--- src/rtl/thresholding_loader.sv ---
// Streams ascending per-channel thresholds into the thresholding core's write port.
// Optional strict-ascending order check: define THRESHOLDING_LOADER_ORDER_CHECK_EN.
module thresholding_loader #(
  parameter int N = 2,
  parameter int M = 8,
  parameter int C = 2
) (
  input  logic                    clk,
  input  logic                    rst,
  input  logic                    start,
  input  logic                    s_tvalid,
  output logic                    s_tready,
  input  logic [M-1:0]            s_tdata,
  output logic                    twe,
  output logic [$clog2(C)+N-1:0]  twa,
  output logic [M-1:0]            twd,
  output logic                    busy,
  output logic                    done,
  output logic                    err,
  output logic [1:0]              dbg_state_o
);

  localparam int AW = $clog2(C) + N;
  localparam int CW = (C > 1) ? $clog2(C) : 1;
  localparam logic [N-1:0]  IDX_LAST = N'(2**N - 2);
  localparam logic [CW-1:0] CH_LAST  = CW'(C - 1);

  typedef enum logic [1:0] {
    S_IDLE = 2'd0,
    S_LOAD = 2'd1,
    S_DONE = 2'd2,
    S_ERR  = 2'd3
  } state_t;

  state_t          state_q, state_d;
  logic [CW-1:0]   ch_q, ch_d;
  logic [N-1:0]    idx_q, idx_d;
  logic            s_tready_q, s_tready_d;
  logic            busy_q, busy_d;
  logic            done_q, done_d;
  logic            err_q, err_d;
  logic            twe_q, twe_d;
  logic [AW-1:0]   twa_q, twa_d;
  logic [M-1:0]    twd_q, twd_d;

  logic            hs;
  logic            viol;
  logic            last_beat;
  logic [AW-1:0]   addr;

  // Handshake: a beat transfers on a rising edge where s_tvalid && s_tready are
  // both high; a start pulse in the same cycle wins and the beat is not taken.
  assign hs        = s_tvalid && s_tready_q && !start;
  assign last_beat = (idx_q == IDX_LAST) && (ch_q == CH_LAST);

  if (C > 1) begin : g_addr_ch
    assign addr = {ch_q, idx_q};
  end else begin : g_addr_noch
    assign addr = idx_q;
  end

`ifdef THRESHOLDING_LOADER_ORDER_CHECK_EN
  logic signed [M-1:0] prev_q, prev_d;

  // Index 0 opens a channel, so it has no predecessor to compare against.
  assign viol = hs && (idx_q != '0) && !($signed(s_tdata) > prev_q);

  always_comb begin
    prev_d = prev_q;
    if (start) begin
      prev_d = '0;
    end else if (hs && !viol) begin
      prev_d = (idx_q == IDX_LAST) ? '0 : $signed(s_tdata);
    end
  end

  always_ff @(posedge clk) begin
    if (rst) begin
      prev_q <= '0;
    end else begin
      prev_q <= prev_d;
    end
  end
`else
  assign viol = 1'b0;
`endif

  // Next-state logic.
  always_comb begin
    state_d = state_q;
    if (start) begin
      state_d = S_LOAD;
    end else begin
      case (state_q)
        S_LOAD: begin
          if (viol) begin
            state_d = S_ERR;
          end else if (hs && last_beat) begin
            state_d = S_DONE;
          end
        end
        default: state_d = state_q;
      endcase
    end
  end

  // Channel-major beat counters; they hold on gaps and on a rejected beat.
  always_comb begin
    ch_d  = ch_q;
    idx_d = idx_q;
    if (start) begin
      ch_d  = '0;
      idx_d = '0;
    end else if (hs && !viol) begin
      if (idx_q == IDX_LAST) begin
        idx_d = '0;
        ch_d  = (ch_q == CH_LAST) ? '0 : ch_q + CW'(1);
      end else begin
        idx_d = idx_q + N'(1);
      end
    end
  end

  // Output logic: status flags are decoded from the upcoming state so they
  // change together with the state register.
  always_comb begin
    s_tready_d = (state_d == S_LOAD);
    busy_d     = (state_d == S_LOAD);
    done_d     = (state_d == S_DONE);
    err_d      = (state_d == S_ERR);
    twe_d      = hs && !viol;
    twa_d      = twa_q;
    twd_d      = twd_q;
    if (hs && !viol) begin
      twa_d = addr;
      twd_d = s_tdata;
    end
  end

  always_ff @(posedge clk) begin
    if (rst) begin
      state_q    <= S_IDLE;
      ch_q       <= '0;
      idx_q      <= '0;
      s_tready_q <= 1'b0;
      busy_q     <= 1'b0;
      done_q     <= 1'b0;
      err_q      <= 1'b0;
      twe_q      <= 1'b0;
      twa_q      <= '0;
      twd_q      <= '0;
    end else begin
      state_q    <= state_d;
      ch_q       <= ch_d;
      idx_q      <= idx_d;
      s_tready_q <= s_tready_d;
      busy_q     <= busy_d;
      done_q     <= done_d;
      err_q      <= err_d;
      twe_q      <= twe_d;
      twa_q      <= twa_d;
      twd_q      <= twd_d;
    end
  end

  assign s_tready    = s_tready_q;
  assign busy        = busy_q;
  assign done        = done_q;
  assign twe         = twe_q;
  assign twa         = twa_q;
  assign twd         = twd_q;
  assign dbg_state_o = state_q;

`ifdef THRESHOLDING_LOADER_ORDER_CHECK_EN
  assign err = err_q;
`else
  assign err = 1'b0;
`endif

endmodule

--- config.mk ---
export PLATFORM = sky130hd
export DESIGN_NAME = thresholding_loader
export DESIGN_NICKNAME = d
export VERILOG_FILES = /design/src/rtl/thresholding_loader.sv
export SDC_FILE = /design/constraint.sdc
export NUM_CORES = 1
export LEC_CHECK = 0
export ABC_AREA = 1
export CAP_MARGIN = 10
export CORE_AREA = 2 2 46 48
export DETAILED_ROUTE_END_ITERATION = 6
export DIE_AREA = 0 0 48 50
export PLACE_DENSITY = 0.81
export SLEW_MARGIN = 20
export SYNTH_ARGS = -nofsm -noshare
export SYNTH_HDL_FRONTEND = slang
export SYNTH_SLANG_ARGS = --single-unit
--- constraint.sdc ---
create_clock -name clk -period 1.2 [get_ports clk]
set_input_delay 0.24 -clock clk [delete_from_list [all_inputs] [get_ports clk]]
set_output_delay 0.24 -clock clk [all_outputs]
set_load 0.02 [all_outputs]
**After elaboration in Yosys (flattened, before gate mapping)**

Index checks and enable logic that the tools add are counted.

- Input port bits: 12
- Output and inout port bits: 18
- Register bits: 19

- Reductions and logical operators: 7
- Muxes and demuxes: 5
- Equal/unequal tests: 4
- $add $sub $neg: 2

Operator list:

| kind | number |
|---|---|
| 2-bit 2-to-1 mux | 4 |
| 2-bit by 1-bit equality test with 1-bit output (second input constant) | 2 |
| 2-bit equality test (second input constant) | 2 |
| 1-bit logical AND | 4 |
| 2-bit by 1-bit adder with 2-bit output (second input constant) | 1 |
| 2-bit AND reduction | 1 |
| 2-bit OR reduction | 1 |
| 1-bit adder (second input constant) | 1 |
| 1-bit logical NOT | 1 |
| 1-bit 2-to-1 mux | 1 |

**Logic depth before layout (Yosys ltp)**

Gate-level depths: netlist (run 1).

- Depth in word-level cells: 7
- Depth in mapped cells: 6
- Mapped depth without buffers: 6

**Worst setup path after synthesis (run 1)**

OpenSTA, ideal clock, no wires.

- Path kind: reg2reg
- Start: reg busy (netlist name)
- End: reg twd_q[0] (netlist: twd[0])
- Setup slack: 0.046 ns
- Stages on the path, launching flop included: 7
- Path buffers: 1
- Arrival time: 1.038 ns
- Required time: 1.084 ns
- Clock period less this slack: 1.154 ns
- Library setup time: 0.116 ns
- Cell sequence: dfxtp_1 nand2_2 nor2_4 inv_2 buf_4 nor2_1 nor2_1

RTL lines:

| item | line | text |
|---|---|---|
| end signal, assigned | 162 | `twd_q <= twd_d;` |
| end, declared | 44 | `logic [M-1:0] twd_q, twd_d;` |

**Final worst setup path (run 1)**

- Start: reg twd_q[5] (netlist: twd[5])
- End: out twd[5]

RTL lines:

| item | line | text |
|---|---|---|
| end, declared | 16 | `output logic [M-1:0] twd,` |

No word-level cell between the ends.

==> results of run 1 <==
[state kept, by name (all words and copies together) (netlist names)]
register and count:
dbg_state_o 2, busy 1, ch_q 1, done 1, idx_q 2, twa 3, twe 1, twd 8
[cell type report]
cell class / instances / area, um^2
tap: 27 / 33.78
inverter: 9 / 36.28
fill: 174 / 845.8
clock buffer: 4 / 26.28
sequential: 19 / 381.6
timing repair buffer: 39 / 301.5
multi-input combinational: 54 / 276.5
[worst max path at each step]
stage / slack [ns] / cells after the start / from / endpoint
final: 0.04 / 1 / twd[5]$_SDFFE_PP0P_ / twd[5]
after global routing: -0.04 / 7 / busy$_SDFF_PP0_ / ch_q$_SDFFE_PP0P_
after CTS: 0.004 / 1 / twd[6]$_SDFFE_PP0P_ / twd[6]
after detailed placement: -0.26 / 7 / s_tvalid / twa[1]$_SDFFE_PP0P_
after global placement: -0.21 / 7 / s_tvalid / ch_q$_SDFFE_PP0P_
after floorplan: 0.05 / 6 / busy$_SDFF_PP0_ / twd[0]$_SDFFE_PP0P_
[cells by family (layout without fill, tap and decap cells)]
logic type             after synthesis  in the layout  synth area share
other                                1              1          0.005305
AND/OR/NAND/NOR                     34             34            0.2159
AO/OA/AOI/OAI                       19             19            0.1505
buffers and inverters               13             52           0.09028
flip-flops                          19             19            0.5380
[where the power goes]
group | internal, W | switching [W]
registers | 0.000651 | 0.00000989
clock network | 0.000129 | 0.000187
logic | 0.0000830 | 0.0000854
total | 0.000863 | 0.000283
[layer usage]
layer	track usage	vias up
li1	-	349
met1	0.1581	303
met2	0.2578	17
met3	0.04396	4
met4	0.08108	0
met5	0	-
[per-stage QoR]
step	hold slack, ns	worst slack (ns)
finish	0.4721	0.03775
global route	0.5053	-0.03716
CTS	0.4742	0.003595
detailed placement	0.4615	-0.2618
global placement	0.4627	-0.2123
floorplan	0.3091	0.04630
[what timing repair did]
item / 4_1_cts / 5_1_grt
setup endpoints to repair: 18 / 23
resized for setup: 40 / 16
buffers inserted: 1 / 0
pin swaps: 1 / 1
[layout by cell type, fill, tap and decap left out]
| master | instances |
|---|---|
| a211oi_2 | 1 |
| a21oi_1 | 5 |
| a21oi_2 | 2 |
| a31oi_1 | 1 |
| and2_1 | 1 |
| buf_2 | 1 |
| buf_4 | 11 |
| clkbuf_1 | 1 |
| clkbuf_2 | 12 |
| clkbuf_4 | 3 |
| clkdlybuf4s15_1 | 1 |
| clkdlybuf4s15_2 | 3 |
| clkdlybuf4s50_1 | 11 |
| conb_1 | 1 |
| dfxtp_1 | 18 |
| dfxtp_2 | 1 |
| inv_1 | 7 |
| inv_2 | 1 |
| inv_4 | 1 |
| nand2_1 | 8 |
| nand2_2 | 1 |
| nand3_1 | 1 |
| nand3_2 | 1 |
| nor2_1 | 19 |
| nor2_2 | 1 |
| nor2_4 | 2 |
| o21ai_0 | 9 |
| o21ai_2 | 1 |
[tightest hold or removal path, delay by kind of cell (launching register included)]
family,cells,cell delay [ns]
flops,1,0.32
compound gates,1,0.05
simple gates,1,0.07
==> qor.csv, run 1 <==
stage,metric,value,unit
outcome,status,completed,
floorplan,num_rows,16,
timing,tns,0,ns
synthesis,synthesis.nets,98,
timing,rsz0062_at_grt,true,
power,powerDensity,1085,nW/um^2
setup_path,startpoint_type,register,
setup_path,slowest_stage,dfxtp_1,
setup_path,reg2regPathDepth,6,
setup_path,regToRegEndpoint,idx_q[1]$_SDFFE_PP0P_,
synthesis,synth-edff-count,0,
global_routing,antenna_found_initial,0,
routing,wl_per_cell,10.69,um
cells_and_area,antenna_cells,0,
cells_and_area,final_util,0.5553,
synthesis,synth_top_cell_area_share,0.5381,
floorplan,start_util,0.3717,
routing,dr.pass1.iters,4,
routing,drt_iter0_drc,7,
clock_tree,clock_latency,0.30,ns
cells_and_area,layout.nets,138,
routing,met3_length,65,um
routing,dr_wl_met2,857,um
setup_path,cp-end-kind,output port,
setup_path,r2r_start,busy$_SDFF_PP0_,
setup_path,slowest_delay,0.34,ns
setup_path,cp.buffers_inverters,1,
clock_tree,clk_pin_slew,0.10,ns
power,ir_drop,0.5158,mV
timing,fmax,860.4,MHz
clock_tree,cts_buffers,3,
synthesis,synth_area_leader_cell,dfxtp_1,
clock_tree,ctsHoldBuffers,0,
cells_and_area,fin_cells,152,
routing,via_per_inst,4.428,
placement,placed_area,1066,um^2
synthesis,yosys-top-cells-count,"dfxtp_1, nor2_1, o21ai_0",
global_routing,grt_pass1_wl,2518,um
timing,final-setup-viol-count,0,
clock_tree,cts_max_path_buffers,2,
synthesis,ys_seq_area_frac,0.5381,
synthesis,netlist_instances,86,
cells_and_area,syn_to_final_growth,49.38,%
global_routing,grt_util_all_layers,0.1519,
routing,drc,0,
routing,met1_length,663,um
clock_tree,ctsRootBufferMaster,clkbuf_4,
floorplan,die-area,2400,um^2
timing,fin_crit_sh,0.9685,
timing,clock_skew,0.007367,ns
worst_hold_path,hold_path_depth,2,
routing,final_antenna_net_count,0,
timing,hold_violations,0,
setup_path,reg2reg_slack,0.04,ns
synthesis,syn_area,706.9,um^2
power,total_power,0.001146,W
worst_hold_path,min_to,twa[0]$_SDFFE_PP0P_,
synthesis,synthArstFlopShare,0,
placement,io_buffer_count,28,
routing,num_vias,673,
timing,period_minus_slack,1.162,ns
worst_hold_path,hold_path.startpoint,twa[0]$_SDFFE_PP0P_,
placement,place_inst,147,
routing,top_layer_used,met4,
setup_path,crit_type,register to output port,
floorplan,io-pin-count,30,
global_routing,grt_overflow_total,0,
synthesis,yosysWarningCount,0,
clock_tree,clock-sinks,19,
floorplan,dieHeight,50,um
placement,dp_hpwl,1189,um
global_routing,grt_max_degree,12,
synthesis,avgSynthCellArea,8.220,um^2
power,leakage,0.4577,nW
setup_path,critPathArrivalTime,0.92,ns
flow_run,drv_cap,0,
floorplan,fp.dieW,48,um
global_routing,grt_pass1_vias,619,
setup_path,crit_required,0.96,ns
setup_path,cp_top_family,flip-flops,
cells_and_area,layout-drive-gt1-share,0.3360,
clock_tree,htreeDepth,1,
synthesis,ys_types,19,
setup_path,path_max_fanout,2,
synthesis,ys_ff_latch,19,
cells_and_area,fin_area,1056,um^2
synthesis,synth_area_leaders,"dfxtp_1, nor2_1, o21ai_0",
worst_hold_path,min_path_type,register to register,
placement,place.gp.congestion,0.7454,
timing,slew_viol_final,0,
synthesis,synth_flop_cell,dfxtp_1,
floorplan,core,1902,um^2
clock_tree,cts_tree,yes,
routing,drt-total-wl,1625,um
setup_path,cp_cell_sequence,clkdlybuf4s15_1,
No activity file was read; power rests on OpenSTA's default activity.
==> run 2, diff against run 1 <==
CORE_AREA = 2 2 44 46   (was 2 2 46 48)
DIE_AREA = 0 0 46 48   (was 0 0 48 50)
PLACE_DENSITY = 0.87   (was 0.81)
clock period = 1.44 ns   (was 1.2 ns; I/O delays follow)
==> qor.csv, run 2 (synthesis gave the netlist of run 1 again) <==
stage,metric,value,unit,change
cells_and_area,layout-drive-gt1-share,0.1429,,was 0.3360
cells_and_area,fill_cells,158,,was 174
floorplan,io-pin-count,30,,unchanged
floorplan,die-area,2208,um^2,was 2400 um^2
worst_hold_path,min_path_type,register to register,,unchanged
setup_path,cp_cell_sequence,dlygate4sd2_1,,was clkdlybuf4s15_1
setup_path,critPathArrivalTime,1.07,ns,was 0.92 ns
setup_path,endpoint,dbg_state_o[0],,was twd[5]
setup_path,cp-startpoint,dbg_state_o[0]$_SDFF_PP0_,,was twd[5]$_SDFFE_PP0P_
cells_and_area,fin_cells,136,,was 152
timing,fin_crit_sh,0.9427,,
routing,num_vias,662,,was 673
timing,rsz0062_at_grt,false,,was true
setup_path,cp_top_family,flip-flops,,unchanged
setup_path,slowest_delay,0.41,ns,was 0.34 ns
clock_tree,cts_tree,yes,,unchanged
routing,drc,0,,unchanged
power,leakage,0.4789,nW,was 0.4577 nW
power,powerDensity,921.0,nW/um^2,was 1085 nW/um^2
setup_path,slowest_stage,dfxtp_1,,unchanged
clock_tree,clock_latency,0.30,ns,about the same
cells_and_area,antenna_cells,0,,unchanged
setup_path,worst-path-stages,1,,unchanged
setup_path,crit_type,register to output port,,unchanged
clock_tree,ctsHoldBuffers,0,,unchanged
floorplan,dieHeight,48,um,was 50 um
setup_path,crit_required,1.15,ns,was 0.96 ns
global_routing,grt_max_degree,12,,unchanged
global_routing,grt_overflow_total,0,,unchanged
clock_tree,cts_max_path_buffers,2,,unchanged
clock_tree,cts_buffers,3,,unchanged
timing,hold_violations,0,,unchanged
timing,clock_skew,0.0007745,ns,was 0.007367 ns
timing,slew_viol_final,0,,unchanged
floorplan,fp.dieW,46,um,was 48 um
worst_hold_path,hold_path.startpoint,twa[0]$_SDFFE_PP0P_,,unchanged
setup_path,regToRegEndpoint,twa[1]$_SDFFE_PP0P_,,was idx_q[1]$_SDFFE_PP0P_
cells_and_area,layout.nets,132,,was 138
clock_tree,ctsRootBufferMaster,clkbuf_4,,unchanged
routing,wl_per_cell,11.03,um,was 10.69 um
global_routing,grt_pass1_vias,603,,was 619
clock_tree,htreeDepth,1,,unchanged
power,ir_drop,0.4950,mV,was 0.5158 mV
timing,fmax,736.6,MHz,
global_routing,grt_util_all_layers,0.1635,,was 0.1519
setup_path,path_max_fanout,4,,was 2
timing,period_minus_slack,1.358,ns,
floorplan,start_util,0.4185,,was 0.3717
routing,drt_iter0_drc,15,,was 7
cells_and_area,largest_register_ff_count,8,,unchanged
cells_and_area,syn_to_final_growth,44.42,%,was 49.38%
setup_path,cp-end-kind,output port,,unchanged
floorplan,core,1689,um^2,was 1902 um^2
timing,final-setup-viol-count,0,,unchanged
setup_path,reg2reg_slack,0.31,ns,was 0.04 ns
setup_path,r2r_start,busy$_SDFF_PP0_,,unchanged
power,total_power,0.0009403,W,was 0.001146 W
routing,dr.pass1.iters,4,,unchanged
floorplan,num_rows,15,,was 16
routing,via_per_inst,4.868,,was 4.428
placement,place.gp.congestion,0.7505,,was 0.7454
global_routing,grt_pass1_wl,2463,um,was 2518 um
clock_tree,clock-sinks,19,,unchanged
cells_and_area,mostFrequentLayoutCells,"nor2_1, dfxtp_1, dlygate4sd2_1",,"was nor2_1, dfxtp_1, clkbuf_2"
clock_tree,post_cts_resize_count,17,,was 40
routing,drt-total-wl,1500,um,was 1625 um
routing,final_antenna_net_count,0,,unchanged
placement,dp_hpwl,1178,um,was 1189 um
global_routing,antenna_found_initial,0,,unchanged
placement,place_inst,132,,was 147
setup_path,reg2regPathDepth,6,,unchanged
setup_path,startpoint_type,register,,unchanged
setup_path,cp.buffers_inverters,1,,unchanged
outcome,status,completed,,unchanged
flow_run,drv_cap,0,,unchanged
clock_tree,clk_pin_slew,0.10,ns,about the same
placement,io_buffer_count,28,,unchanged
clock_tree,cts_setup_buffers,0,,was 1
[run 2: cell types whose count changed in the layout (fill, tap and decap cells not counted), moves of 3 or more]
cell,change
buf_4,-6
dlygate4sd2_1,+17
clkdlybuf4s15_2,-3
clkbuf_2,-12
[run 2: area by class of cell]
class | count | area, um^2 | share of cell area
clock buffers | 4 | 26.28 | 0.02574
inverters | 9 | 33.78 | 0.03309
multi-input cells | 54 | 262.8 | 0.2574
flip-flops and latches | 19 | 380.4 | 0.3725
well taps | 17 | 21.27 | 0.02083
repair buffers | 33 | 296.5 | 0.2904
[run 2: through the flow]
step	hold WS, ns	setup slack, ns	TNS [ns]	area, um^2	util
6_report	0.4680	0.08245	0	1021	0.6044
3_5_place_dp	0.4630	-0.1045	-0.3226	1016	0.6015
5_1_grt	0.5132	0.04085	0	1021	0.6044
2_1_floorplan	0.3571	0.2863	0	706.9	-
4_1_cts	0.4731	0.07049	0	1021	0.6044
3_3_place_gp	0.4630	-0.004038	-0.004038	1016	0.6015
[run 2: worst min path at each step]
stage | endpoint | depth (start not counted)
floorplan | dbg_state_o[0]$_SDFF_PP0_ | 1
global placement | twa[0]$_SDFFE_PP0P_ | 2
detailed placement | twa[0]$_SDFFE_PP0P_ | 2
CTS | twa[0]$_SDFFE_PP0P_ | 2
global route | idx_q[0]$_SDFFE_PP0P_ | 1
finish | twa[0]$_SDFFE_PP0P_ | 2
[run 2: power by group]
group	internal [W]	leakage [nW]	total [W]	switching [W]
combinational	0.0000617	0.309	0.000127	0.0000652
sequential	0.000542	0.155	0.000551	0.00000945
clock	0.000108	0.0150	0.000262	0.000154
[run 2: metal layers]
metal	vias to the layer above	share of wire	GRT usage
li1	335	-	-
met1	292	0.42	0.1690
met2	30	0.49	0.2917
met3	5	0.064	0.03396
met4	0	0.027	0.1200
met5	-	0	0
[run 2: worst reg2reg max path: stages, from the launching register on]
cell and delay (ns):
dfxtp_1 0.38, nand2_2 0.09, nor2_4 0.16, inv_2 0.12, nor2_2 0.14, inv_1 0.05
a21oi_1 0.13
==> run 3, diff against run 2 <==
--- a/config.mk
+++ b/config.mk
@@ -12,4 +12,5 @@
 export DIE_AREA = 0 0 46 48
 export PLACE_DENSITY = 0.87
+export SKIP_LAST_GASP = 1
 export SLEW_MARGIN = 20
 export SYNTH_ARGS = -nofsm -noshare
==> constraint.sdc (replaced) <==
create_clock -name clk -period 1.44 [get_ports clk]
set_input_delay 0.288 -clock clk [delete_from_list [all_inputs] [get_ports clk]]
set_output_delay 0.288 -clock clk [all_outputs]
set_load 0.005 [all_outputs]
==> qor.csv, run 3 (synthesis gave the netlist of run 1 again) <==
stage,metric,value,unit,change
worst_hold_path,min_path_type,register to register,,unchanged
floorplan,dieHeight,48,um,unchanged
floorplan,core,1689,um^2,unchanged
setup_path,slowest_stage,clkdlybuf4s50_1,,was dfxtp_1
clock_tree,cts_buffers,3,,unchanged
routing,wl_per_cell,11.18,um,was 11.03 um
worst_hold_path,hold_path_depth,1,,was 2
global_routing,grt_overflow_total,0,,unchanged
power,pwr-share-clk,0.281,,was 0.279
setup_path,reg2regPathDepth,7,,was 6
clock_tree,clk_pin_slew,0.10,ns,about the same
setup_path,cp-end-kind,output port,,unchanged
clock_tree,cts_tree,yes,,unchanged
setup_path,r2r_start,busy$_SDFF_PP0_,,unchanged
routing,via_per_inst,4.786,,was 4.868
floorplan,die-area,2208,um^2,unchanged
routing,drt_iter0_drc,16,,was 15
setup_path,cp_top_family,buffers and inverters,,was flip-flops
global_routing,grt_pass1_wl,2518,um,was 2463 um
cells_and_area,fin_cells,140,,was 136
floorplan,io-pin-count,30,,unchanged
placement,place_inst,132,,unchanged
cells_and_area,antenna_cells,0,,unchanged
global_routing,grt_pass1_vias,598,,was 603
setup_path,crit_required,1.15,ns,about the same
timing,fmax,707.7,MHz,was 736.6 MHz
cells_and_area,layout_commonest_cell,nor2_1,,
setup_path,slowest_delay,0.49,ns,was 0.41 ns
routing,drt-total-wl,1565,um,was 1500 um
routing,dr.pass1.iters,4,,unchanged
timing,slew_viol_final,0,,unchanged
power,power_frac_comb,0.129,,was 0.135
power,ir_drop,0.4787,mV,was 0.4950 mV
clock_tree,ctsRootBufferMaster,clkbuf_4,,unchanged
setup_path,startpoint_type,register,,unchanged
power,total_power,0.0009357,W,was 0.0009403 W
routing,drc,0,,unchanged
power,p_sw_frac,0.2240,,was 0.2430
cells_and_area,layout-drive-gt1-share,0.2683,,was 0.1429
routing,num_vias,670,,was 662
global_routing,grt_util_all_layers,0.1667,,was 0.1635
flow_run,drv_cap,0,,unchanged
timing,final-setup-viol-count,0,,unchanged
setup_path,cp-startpoint,twd[2]$_SDFFE_PP0P_,,was dbg_state_o[0]$_SDFF_PP0_
power,seqPwrFrac,0.590,,was 0.586
setup_path,crit_type,register to output port,,unchanged
power,powerDensity,836.6,nW/um^2,was 921.0 nW/um^2
timing,period_minus_slack,1.413,ns,was 1.358 ns
power,leakage,0.6528,nW,was 0.4789 nW
timing,holdWs,0.4878,ns,was 0.4680 ns
floorplan,start_util,0.4185,,unchanged
cells_and_area,mostFrequentLayoutCells,"nor2_1, clkdlybuf4s50_1, dlymetal6s2s_1",,"was nor2_1, dfxtp_1, dlygate4sd2_1"
placement,place.gp.congestion,0.7505,,unchanged
global_routing,grt_max_degree,12,,unchanged
global_routing,antenna_found_initial,0,,unchanged
setup_path,worst-path-stages,1,,unchanged
clock_tree,clock-sinks,19,,unchanged
floorplan,fp.dieW,46,um,unchanged
cells_and_area,layout.nets,136,,was 132
clock_tree,htreeDepth,1,,unchanged
setup_path,critPathArrivalTime,1.13,ns,was 1.07 ns
floorplan,num_rows,15,,unchanged
timing,final.setup.worst_slack,0.02697,ns,was 0.08245 ns
power,p_int,0.0007262,W,was 0.0007118 W
timing,hold_violations,0,,unchanged
timing,rsz0062_at_grt,true,,was false
cells_and_area,fill_cells,137,,was 158
worst_hold_path,hold_path.startpoint,idx_q[0]$_SDFFE_PP0P_,,was twa[0]$_SDFFE_PP0P_
clock_tree,cts_max_path_buffers,2,,unchanged
setup_path,path_max_fanout,2,,was 4
placement,pre_cts_slack,-0.1045,ns,unchanged
timing,fin_crit_sh,0.9813,,was 0.9427
setup_path,cp_cell_sequence,clkdlybuf4s50_1,,was dlygate4sd2_1
power,switchingPower,0.0002096,W,was 0.0002285 W
placement,dp_hpwl,1178,um,unchanged
routing,final_antenna_net_count,0,,unchanged
cells_and_area,syn_to_final_growth,58.23,%,was 44.42%
placement,io_buffer_count,28,,unchanged
setup_path,cp.buffers_inverters,1,,unchanged
clock_tree,clock_latency,0.30,ns,about the same
outcome,status,completed,,unchanged
cells_and_area,largest_register_ff_count,8,,unchanged
timing,clock_skew,0.002636,ns,was 0.0007745 ns
-- run 3: changes by cell type in the layout (fill, tap and decap cells not counted) --
cell,delta
dfxtp_1,-12
dlygate4sd2_1,-16
dlymetal6s2s_1,+13
dfxtp_2,+12
clkdlybuf4s50_1,+3
buf_4,+4
-- run 3: what timing repair did --
action,4_1_cts,5_1_grt
hold buffers,0,0
buffers inserted,2,2
endpoints found under the setup margin,7,14
gates resized for setup,7,19
-- run 3: power groups by stage --
stage	logic [W]	clock network (W)	registers (W)
after global routing	0.000133	0.000294	0.000554
after global placement	0.000115	0	0.000564
after floorplan	0.0000385	0	0.000565
after detailed placement	0.000118	0	0.000564
after CTS	0.000126	0.000272	0.000551
final	0.000121	0.000263	0.000552
-- run 3: area by class of cell --
class	count	area (um^2)	area share
sequential	19	395.4	0.3535
multi-input combinational	54	262.8	0.2349
tap	17	21.27	0.01902
timing repair buffer	37	379.1	0.3389
inverter	9	33.78	0.03020
clock buffer	4	26.28	0.02349
-- run 3: metal layers --
layer / track usage / vias up / share of wire
met5: 0 / - / 0
li1: - / 344 / -
met2: 0.2861 / 32 / 0.48
met1: 0.1829 / 289 / 0.42
met4: 0.1200 / 0 / 0.027
met3: 0.03396 / 5 / 0.070
-- run 3: path summary, 6_finish.rpt --
path | to | slack (ns)
max | twd[2] | 0.03
min | idx_q[0]$_SDFFE_PP0P_ | 0.49
max reg2reg | twa[1]$_SDFFE_PP0P_ | 0.25
min reg2reg | idx_q[0]$_SDFFE_PP0P_ | 0.49
-- run 3: metrics by stage --
stage	TNS, ns	cell area [um^2]	utilization
after floorplan	0	706.9	-
after global placement	-0.004038	1016	0.6015
after detailed placement	-0.3226	1016	0.6015
after CTS	0	1064	0.6296
after global routing	-0.02110	1119	0.6622
final	0	1119	0.6622
